**src/rtl/seg7_pkg.sv**
```systemverilog
// Shared types and constants for the 4-digit 7-segment scan driver.
package seg7_pkg;

  // Segment code {g,f,e,d,c,b,a}, active-high
  typedef logic [6:0] seg_t;

  // Code for a displayed '0', used by leading-zero blanking
  localparam seg_t SEG_ZERO = 7'b0111111;

  // Digit positions on the display, also the scan index values
  localparam logic [1:0] DIGIT_UNITS    = 2'd0;
  localparam logic [1:0] DIGIT_TENS     = 2'd1;
  localparam logic [1:0] DIGIT_HUNDREDS = 2'd2;
  localparam logic [1:0] DIGIT_THD      = 2'd3;

  // Active-high one-hot anode pattern for a digit index
  function automatic logic [3:0] digit_onehot(input logic [1:0] d);
    return 4'b0001 << d;
  endfunction

endpackage

```
**src/rtl/seg7_scan_timer.sv**
```systemverilog
// Slot counter and digit rotation for the scan driver; flags the frame snapshot point.
module seg7_scan_timer
  import seg7_pkg::*;
#(
  parameter int SCAN_DIV = 50000,
  parameter int CNT_W    = $clog2(SCAN_DIV)
) (
  input  logic             clk,
  input  logic             reset,
  output logic [CNT_W-1:0] cnt,
  output logic [1:0]       idx,
  output logic             snap,
  output logic             frame_tick
);

  logic wrap;

  assign wrap = (cnt == CNT_W'(SCAN_DIV - 1));
  // Last cycle of the last digit slot: the frame boundary
  assign snap = wrap && (idx == DIGIT_THD);

  // Slot counter, digit index and the registered frame pulse
  always_ff @(posedge clk) begin
    if (reset) begin
      cnt        <= '0;
      idx        <= DIGIT_UNITS;
      frame_tick <= 1'b0;
    end else begin
      cnt        <= wrap ? '0 : cnt + 1'b1;
      if (wrap) begin
        idx <= idx + 2'd1;
      end
      frame_tick <= snap;
    end
  end

endmodule

```
**src/rtl/seg7_scan_driver.sv**
```systemverilog
// Time-multiplexed 4-digit common-anode display driver with ghost blanking,
// brightness PWM, leading-zero suppression and per-frame input snapshots.
module seg7_scan_driver
  import seg7_pkg::*;
#(
  parameter int SCAN_DIV       = 50000,
  parameter int GHOST          = 16,
  parameter int AN_ACTIVE_LOW  = 1,
  parameter int SEG_ACTIVE_LOW = 1
) (
  input  logic       clk,
  input  logic       reset,
  input  logic       en,
  input  logic       lz_blank,
  input  logic [3:0] brightness,
  input  logic [3:0] dp_mask,
  input  logic [6:0] one,
  input  logic [6:0] ten,
  input  logic [6:0] hundred,
  input  logic [6:0] thd,
  output logic [3:0] an,
  output logic [6:0] seg,
  output logic       dp,
  output logic       frame_tick
);

  localparam int CNT_W = $clog2(SCAN_DIV);
  // Wide enough for (SCAN_DIV-GHOST)*16 without overflow
  localparam int OT_W  = CNT_W + 5;

  localparam logic [3:0] AN_OFF  = (AN_ACTIVE_LOW != 0) ? 4'hF : 4'h0;
  localparam seg_t       SEG_OFF = (SEG_ACTIVE_LOW != 0) ? 7'h7F : 7'h00;
  localparam logic       DP_OFF  = (SEG_ACTIVE_LOW != 0);

  logic [CNT_W-1:0] cnt;
  logic [1:0]       idx;
  logic             snap;

  seg7_scan_timer #(
    .SCAN_DIV (SCAN_DIV),
    .CNT_W    (CNT_W)
  ) u_timer (
    .clk        (clk),
    .reset      (reset),
    .cnt        (cnt),
    .idx        (idx),
    .snap       (snap),
    .frame_tick (frame_tick)
  );

  seg_t digit_in [4];
  assign digit_in[DIGIT_UNITS]    = one;
  assign digit_in[DIGIT_TENS]     = ten;
  assign digit_in[DIGIT_HUNDREDS] = hundred;
  assign digit_in[DIGIT_THD]      = thd;

  seg_t       shadow_reg [4];
  logic [3:0] dp_mask_reg;
  logic       lz_blank_reg;

  // Frame snapshot: displayed data only changes at a frame boundary
  always_ff @(posedge clk) begin
    if (reset) begin
      for (int i = 0; i < 4; i++) shadow_reg[i] <= '0;
      dp_mask_reg  <= '0;
      lz_blank_reg <= 1'b0;
    end else if (snap) begin
      for (int i = 0; i < 4; i++) shadow_reg[i] <= digit_in[i];
      dp_mask_reg  <= dp_mask;
      lz_blank_reg <= lz_blank;
    end
  end

  logic [3:0] blank;

  // Leading-zero chain from the thousands digit down; units is always shown
  always_comb begin
    blank    = '0;
    blank[3] = lz_blank_reg && (shadow_reg[3] == SEG_ZERO);
    blank[2] = blank[3] && (shadow_reg[2] == SEG_ZERO);
    blank[1] = blank[2] && (shadow_reg[1] == SEG_ZERO);
  end

  logic [OT_W-1:0] span;
  logic [OT_W-1:0] prod;
  logic [OT_W-1:0] on_time_raw;
  logic [OT_W-1:0] on_time;
  logic [OT_W-1:0] cnt_ext;
  logic            lit;

  // PWM window: (usable slot length) * (brightness+1) / 16, at least one cycle
  assign span        = OT_W'(SCAN_DIV - GHOST);
  assign prod        = span * ({{(OT_W-4){1'b0}}, brightness} + OT_W'(1));
  assign on_time_raw = prod >> 4;
  assign on_time     = (on_time_raw == '0) ? OT_W'(1) : on_time_raw;
  assign cnt_ext     = OT_W'(cnt);
  assign lit         = en && (cnt_ext >= OT_W'(GHOST))
                       && ((cnt_ext - OT_W'(GHOST)) < on_time) && !blank[idx];

  logic [3:0] an_next;
  seg_t       seg_next;
  logic       dp_next;

  // Output selection with polarity applied last
  always_comb begin
    an_next  = AN_OFF;
    seg_next = SEG_OFF;
    dp_next  = DP_OFF;
    if (lit) begin
      an_next  = (AN_ACTIVE_LOW != 0) ? ~digit_onehot(idx) : digit_onehot(idx);
      seg_next = (SEG_ACTIVE_LOW != 0) ? ~shadow_reg[idx] : shadow_reg[idx];
      dp_next  = (SEG_ACTIVE_LOW != 0) ? ~dp_mask_reg[idx] : dp_mask_reg[idx];
    end
  end

  // Output registers, inactive during reset
  always_ff @(posedge clk) begin
    if (reset) begin
      an  <= AN_OFF;
      seg <= SEG_OFF;
      dp  <= DP_OFF;
    end else begin
      an  <= an_next;
      seg <= seg_next;
      dp  <= dp_next;
    end
  end

endmodule
```
**config.mk**
```make
export PLATFORM = sky130hd
export DESIGN_NAME = seg7_scan_driver
export DESIGN_NICKNAME = d
export VERILOG_FILES = /design/src/rtl/seg7_pkg.sv /design/src/rtl/seg7_scan_timer.sv /design/src/rtl/seg7_scan_driver.sv
export SDC_FILE = /design/constraint.sdc
export NUM_CORES = 1
export LEC_CHECK = 0
export CORE_MARGIN = 3
export CORE_UTILIZATION = 51
export CTS_CLUSTER_SIZE = 12
export DETAILED_ROUTE_END_ITERATION = 10
export GPL_TIMING_DRIVEN = 1
export PLACE_DENSITY_LB_ADDON = 0.05
export SYNTH_ARGS = -nofsm -noshare
export SYNTH_HDL_FRONTEND = slang
export SYNTH_SLANG_ARGS = --single-unit
```
**constraint.sdc**
```tcl
create_clock -name clk -period 4.9 [get_ports clk]
set_clock_uncertainty 0.2 [all_clocks]
set_input_delay 0.49 -clock clk [delete_from_list [all_inputs] [get_ports clk]]
set_output_delay 0.49 -clock clk [all_outputs]
set_load 0.03 [all_outputs]
```
Word level (Yosys, flattened, before mapping)
Memory sizes are Yosys's and may differ from the RTL's. A register that Yosys moved wholly into a read port is not among the register bits.
Cells that the tools add are included.

word-level totals
  bits in registers = 36
  bits in latches = 0
  bits in writable memories = 28
  ROM bits = 0
  bits of input ports = 40
  word-level logic and storage cells = 58
  memories kept = 1

memory list
  name        depth  bits a word  read ports  clocked after memory_dff  wr ports  RTL line                text
  shadow_reg  4      7            4           1                         4         seg7_scan_driver.sv:57  seg_t shadow_reg [4];

operators by class
  add/subtract/negate cells = 4
  multiply operators = 1
  divide/modulo/power cells = 0
  $lt $le $gt $ge = 3
  equality and inequality tests = 5
  shifts and indexed selects = 1
  muxes and demuxes = 16
  bitwise gates (word level) = 8
  reductions and logical operators = 11

operators with widths
  kind                                                                 number
  2-to-1 mux 7 bit                                                     4
  == test 7 x 6 -> 1 bit (second input constant)                       3
  logical NOT 21 bit                                                   1
  less-than comparator 21 x 17 -> 1 bit                                1
  2-to-1 mux 17 bit                                                    1
  subtractor 16 x 5 -> 17 bit (second input constant)                  1
  adder 16 x 1 -> 16 bit (second input constant)                       1
  == test 16 bit (second input constant)                               1
  greater-or-equal comparator 16 x 5 -> 1 bit (second input constant)  1
  multiplier 10 x 5 -> 15 bit (first input constant)                   1
  logical AND 1 bit                                                    7
  2-to-1 mux 1 bit                                                     7
  NOT 7 bit                                                            1
  adder 4 x 1 -> 5 bit (second input constant)                         1
  binary-select mux 1 bit (select 2 bit)                               2
  2-to-1 mux 2 bit                                                     2
  NOT 4 bit                                                            1
  bitwise OR 1 bit                                                     4
  OR reduction 2 bit                                                   2
  left shift 1 x 2 -> 4 bit (first input constant)                     1
  less-than comparator 2 x 3 -> 1 bit (second input constant)          1
  adder 2 x 1 -> 2 bit (second input constant)                         1
  == test 2 bit (second input constant)                                1
  NOT 1 bit                                                            2
  logical NOT 1 bit                                                    1

Longest topological paths before layout
An unclocked memory read counts as a cell.

  depth in word-level cells = 11
  depth in mapped cells = 20

By module
From an unflattened synthesis, not the netlist that was laid out.

unflattened totals
  cell total of the unflattened synthesis = 419
  area, all modules = 4242.8 µm²

modules (own cells, without submodules)
  module            times used  cells each  area an instance (µm²)
  seg7_scan_driver  1           322         3355.7
  seg7_scan_timer   1           97          887.1

Worst setup path after synthesis
OpenSTA, ideal clock, no wires.

  path type = input-to-reg
  from = input brightness[0]
  to = register an[0]
  arrival = 4.580 ns
  required time = 4.580 ns
  slack = 0.000 ns
  stages on the path = 19
  buffers on the path = 1
  cell sequence = ha_1 > xor2_1 > ha_1 > ha_1 > ha_1 > ha_1 > o21ai_0 > nor4_1 > a211oi_1 > xor2_1 > ha_1 > a21o_1 > a21oi_1 > o21ai_0 > a211oi_1 > nand3_1 > nor4_4 > buf_6 > o21ai_1

on the way
  longest elaborated chain between the ends = 9

ends and longest elaborated chain
  element                                    RTL line                 text
  start, declared                            seg7_scan_driver.sv:15   input logic [3:0] brightness,
  adder 4 x 1 -> 5 bit (*)                   seg7_scan_driver.sv:93   assign prod = span * ({{(OT_W-4){1'b0}}, brightness} + OT_W'(1));
  multiplier 10 x 5 -> 15 bit (*)            seg7_scan_driver.sv:93
  logical NOT 21 bit                         seg7_scan_driver.sv:95   assign on_time = (on_time_raw == '0) ? OT_W'(1) : on_time_raw;
  2-to-1 mux 17 bit (*)                      seg7_scan_driver.sv:95
  less-than comparator 21 x 17 -> 1 bit (*)  seg7_scan_driver.sv:98   && ((cnt_ext - OT_W'(GHOST)) < on_time) && !blank[idx];
  logical AND 1 bit (*) (2 in series)        seg7_scan_driver.sv:98
  NOT 1 bit (no line) (*)                    -
  OR reduction 2 bit (no line) (*)           -
  end signal, assigned                       seg7_scan_driver.sv:123  an <= an_next;
  end, declared                              seg7_scan_driver.sv:21   output logic [3:0] an,

Every way passes the cells marked *; elsewhere a longest branch is shown, timed or not.
A chain may end at the register's enable or synchronous reset.

Worst setup path after layout
  from = input brightness[2]
  to = register dp

on the way
  longest elaborated chain between the ends = 9

ends and longest elaborated chain
  element                                    RTL line                 text
  adder 4 x 1 -> 5 bit (*)                   seg7_scan_driver.sv:93
  multiplier 10 x 5 -> 15 bit (*)            seg7_scan_driver.sv:93
  logical NOT 21 bit                         seg7_scan_driver.sv:95
  2-to-1 mux 17 bit (*)                      seg7_scan_driver.sv:95
  less-than comparator 21 x 17 -> 1 bit (*)  seg7_scan_driver.sv:98
  logical AND 1 bit (*) (2 in series)        seg7_scan_driver.sv:98
  NOT 1 bit (no line) (*)                    -
  OR reduction 2 bit (no line) (*)           -
  end signal, assigned                       seg7_scan_driver.sv:125  dp <= dp_next;
  end, declared                              seg7_scan_driver.sv:23   output logic dp,

Marks and branches as above.

==> flow_summary.toml <==
[final_layout]
final_cells = 618
antenna_cells = 0
drive_gt1_share_pct = 22.9
syn2layout_area_growth_pct = 34.1
finalNetCount = 605
largest_reg_flops = 28
finalInstanceArea_sq_mm = 0.00559

[grt]
busiest_layer = "met2"
grt_max_degree = 35
grtUsageMet3_pct = 4.96
grt_pass1_wl_mm = 15.9
antenna_found_initial = 0
globalRouteOverflowTotal = 0
use_met1_pct = 29.2
first_global_vias = 3424
grt.met2_usage_pct = 36.3
grt.total_usage_pct = 22.1

[placement]
placed_cell_area_sq_mm = 0.00513
port_buffers = 52
dpl.hpwl_mm = 7.18
dp.cells = 594
place_congestion = 0.854

[die]
ios = 53
num_rows = 32
die_y_microns = 96.4
dieArea_sq_mm = 0.00930
core_sq_mm = 0.00785
start_util_pct = 53.1
die_w_microns = 96.4

[route]
vias = 3334
drc_errors = 0
wire_per_inst_microns = 15.5
ant_nets = 0
vias_per_cell = 5.39
dr.pass1.iters = 4
wl_mm = 9.56
drt_iter0_drc = 131

[yosys]
synth_enable_flop_cells = 28
synth_ff_type = "dfxtp_1"
async_flop_share_pct = 0
ys_ff_latch = 66
synth.distinct_cells = 55
syn-cell-area_sq_mm = 0.00417
synthCells = 409
syn_nets = 503
yosysWarnings = 0
synth_area_per_cell_sq_um = 10.2
yosysSeqAreaShare_pct = 38.4

[timing]
slew_violations = 0
rsz0062_at_grt = "no"
min_period_ns = 4.62
setup_viol = 0
worst_pin_slew_ns = 1.02
fin_crit_sh_pct = 94.3
hold_viol_final = 0
fmax_mhz = 216
slew_headroom_pct = 31.8

[hold_path]
min_path_cells = 1
hp-class = "reg2reg"

[critical_path]
crit_family = "adder cells"
cp.required_ns = 4.93
worstPathCellList = "dlygate4sd2_1 -> buf_4 -> xor2_4 -> ha_1 -> ha_1 -> ha_4 -> ha_4 -> a211oi_4 -> buf_4 -> nor4_1 -> o41ai_2 -> xor2_1 -> buf_4 -> nand3_2 -> o21ai_1 -> ha_1 -> a21o_1 -> a21oi_2 -> nand3_2 -> nor4_4 -> buf_4 -> clkbuf_16 -> o21ai_1"
path_buf_inv = 6
r2r_cells = 13
cp-end-kind = "flip-flop"
cp_data_arrival_time_ns = 4.65
path_common_cell = "buf_4"
startpoint_type = "input port"
worst-setup-path-type = "in2reg"
cp_num_cells = 23
crit_fanout = 6
slowest_stage = "ha_1"
max_stage_delay_ns = 0.34

[cts]
cts.sinks = 66
cts_made_buffers = 9
cts_max_path_buffers = 2
cts_tree = "yes"
postCtsHoldBufs = 0
h-tree-depth = 3
clk_pin_slew_ns = 0.08
clockRootBuffer = "clkbuf_8"
clkLatencyLatePin_ns = 0.34

[power_and_ir_drop]
vdd_drop_max_mv = 0.180
power_density_mw_per_mm2 = 273
p_leak_nw = 2.25

[status]
outcome = "complete, no violations"

[flow_run]
cap_violations = 0
==> metrics by stage <==
| stage | util [%] | setup TNS, ns | power, mW | worst slack, ns | hold WS [ns] |
|---|---|---|---|---|---|
| after floorplan | - | 0 | 0.813 | 0.0925 | 0.242 |
| after global placement | 65.4 | -6.65 | 0.982 | -0.556 | 0.258 |
| after detailed placement | 65.4 | -7.80 | 0.991 | -0.668 | 0.261 |
| after CTS | 70.7 | 0 | 1.52 | 0.0107 | 0.278 |
| after global routing | 71.3 | 0 | 1.61 | 0.0152 | 0.307 |
| final | 71.3 | 0 | 1.53 | 0.277 | 0.276 |
==> cells in the mapped netlist, types with 8 or more instances <==
master / n / area share [%]
a21oi_1: 10 / 1.2
and2_1: 31 / 4.7
clkbuf_1: 14 / 1.3
dfxtp_1: 38 / 18
edfxtp_1: 28 / 20
ha_1: 53 / 16
inv_1: 21 / 1.9
mux4_2: 8 / 4.3
nand2_1: 15 / 1.4
nand3_1: 12 / 1.4
nand4_1: 8 / 1.2
nor2_1: 30 / 2.7
o21ai_0: 12 / 1.4
o21ai_1: 12 / 1.4
xnor2_1: 16 / 3.4
xor2_1: 21 / 4.4
==> routing by layer <==
layer / wire (microns) / up-vias
met4: 81 / 0
met2: 4630 / 76
met5: 0 / -
met1: 4390 / 1583
li1: - / 1666
met3: 461 / 9
==> where the power goes <==
group	total (mW)	internal, mW	switching (mW)
logic	0.452	0.248	0.205
registers	0.589	0.581	0.00727
clock network	0.484	0.261	0.223
==> final timing paths <==
check,startpoint,endpoint,slack (ns)
max,brightness[2],dp$_SDFF_PP1_,0.28
min,u_timer.cnt[0]$_SDFF_PP0_,u_timer.cnt[0]$_SDFF_PP0_,0.28
max reg2reg,u_timer.cnt[10]$_SDFF_PP0_,dp$_SDFF_PP1_,1.60
min reg2reg,u_timer.cnt[0]$_SDFF_PP0_,u_timer.cnt[0]$_SDFF_PP0_,0.28
==> repair_timing <==
item,in CTS,in global routing
pin swaps,18,7
cloned,1,0
setup buffers,5,2
gates resized for setup,27,12
endpoints found under the setup margin,12,12
==> layout make-up <==
class	count	area [sq um]
Sequential cell	66	1600
Inverter	21	78.8
Timing Repair Buffer	110	977
Clock buffer	12	188
Clock inverter	4	27.5
Multi-Input combinational cell	303	2590
Fill cell	615	2250
Tap cell	102	128
==> cells by family (layout without fill, tap and decap cells) <==
family                   count (synthesis)  in the layout  share of synthesized area, %
flip-flops                              66             66                          38.4
AND/OR/NAND/NOR                        139            139                          18.8
AO/OA/AOI/OAI                           64             64                          10.2
adder cells (fa/ha/maj)                 54             54                          16.4
multiplexers                             9              9                          4.56
buffers and inverters                   40            147                          3.84
XOR/XNOR                                37             37                          7.77
==> layout by cell type, fill, tap and decap left out, drive strengths merged, types with 6 or more instances in the layout <==
master	synthesis	routed
buf	5	57
ha	53	53
clkdlybuf4s50	0	48
dfxtp	38	38
nor2	32	32
and2	31	31
edfxtp	28	28
o21ai	25	25
inv	21	23
xor2	21	21
xnor2	16	16
nand2	15	15
clkbuf	14	15
nand3	13	13
a21oi	10	10
mux4	8	8
nand4	8	8
nor4	6	6
Note: power is estimated with default switching activity, not from simulation.
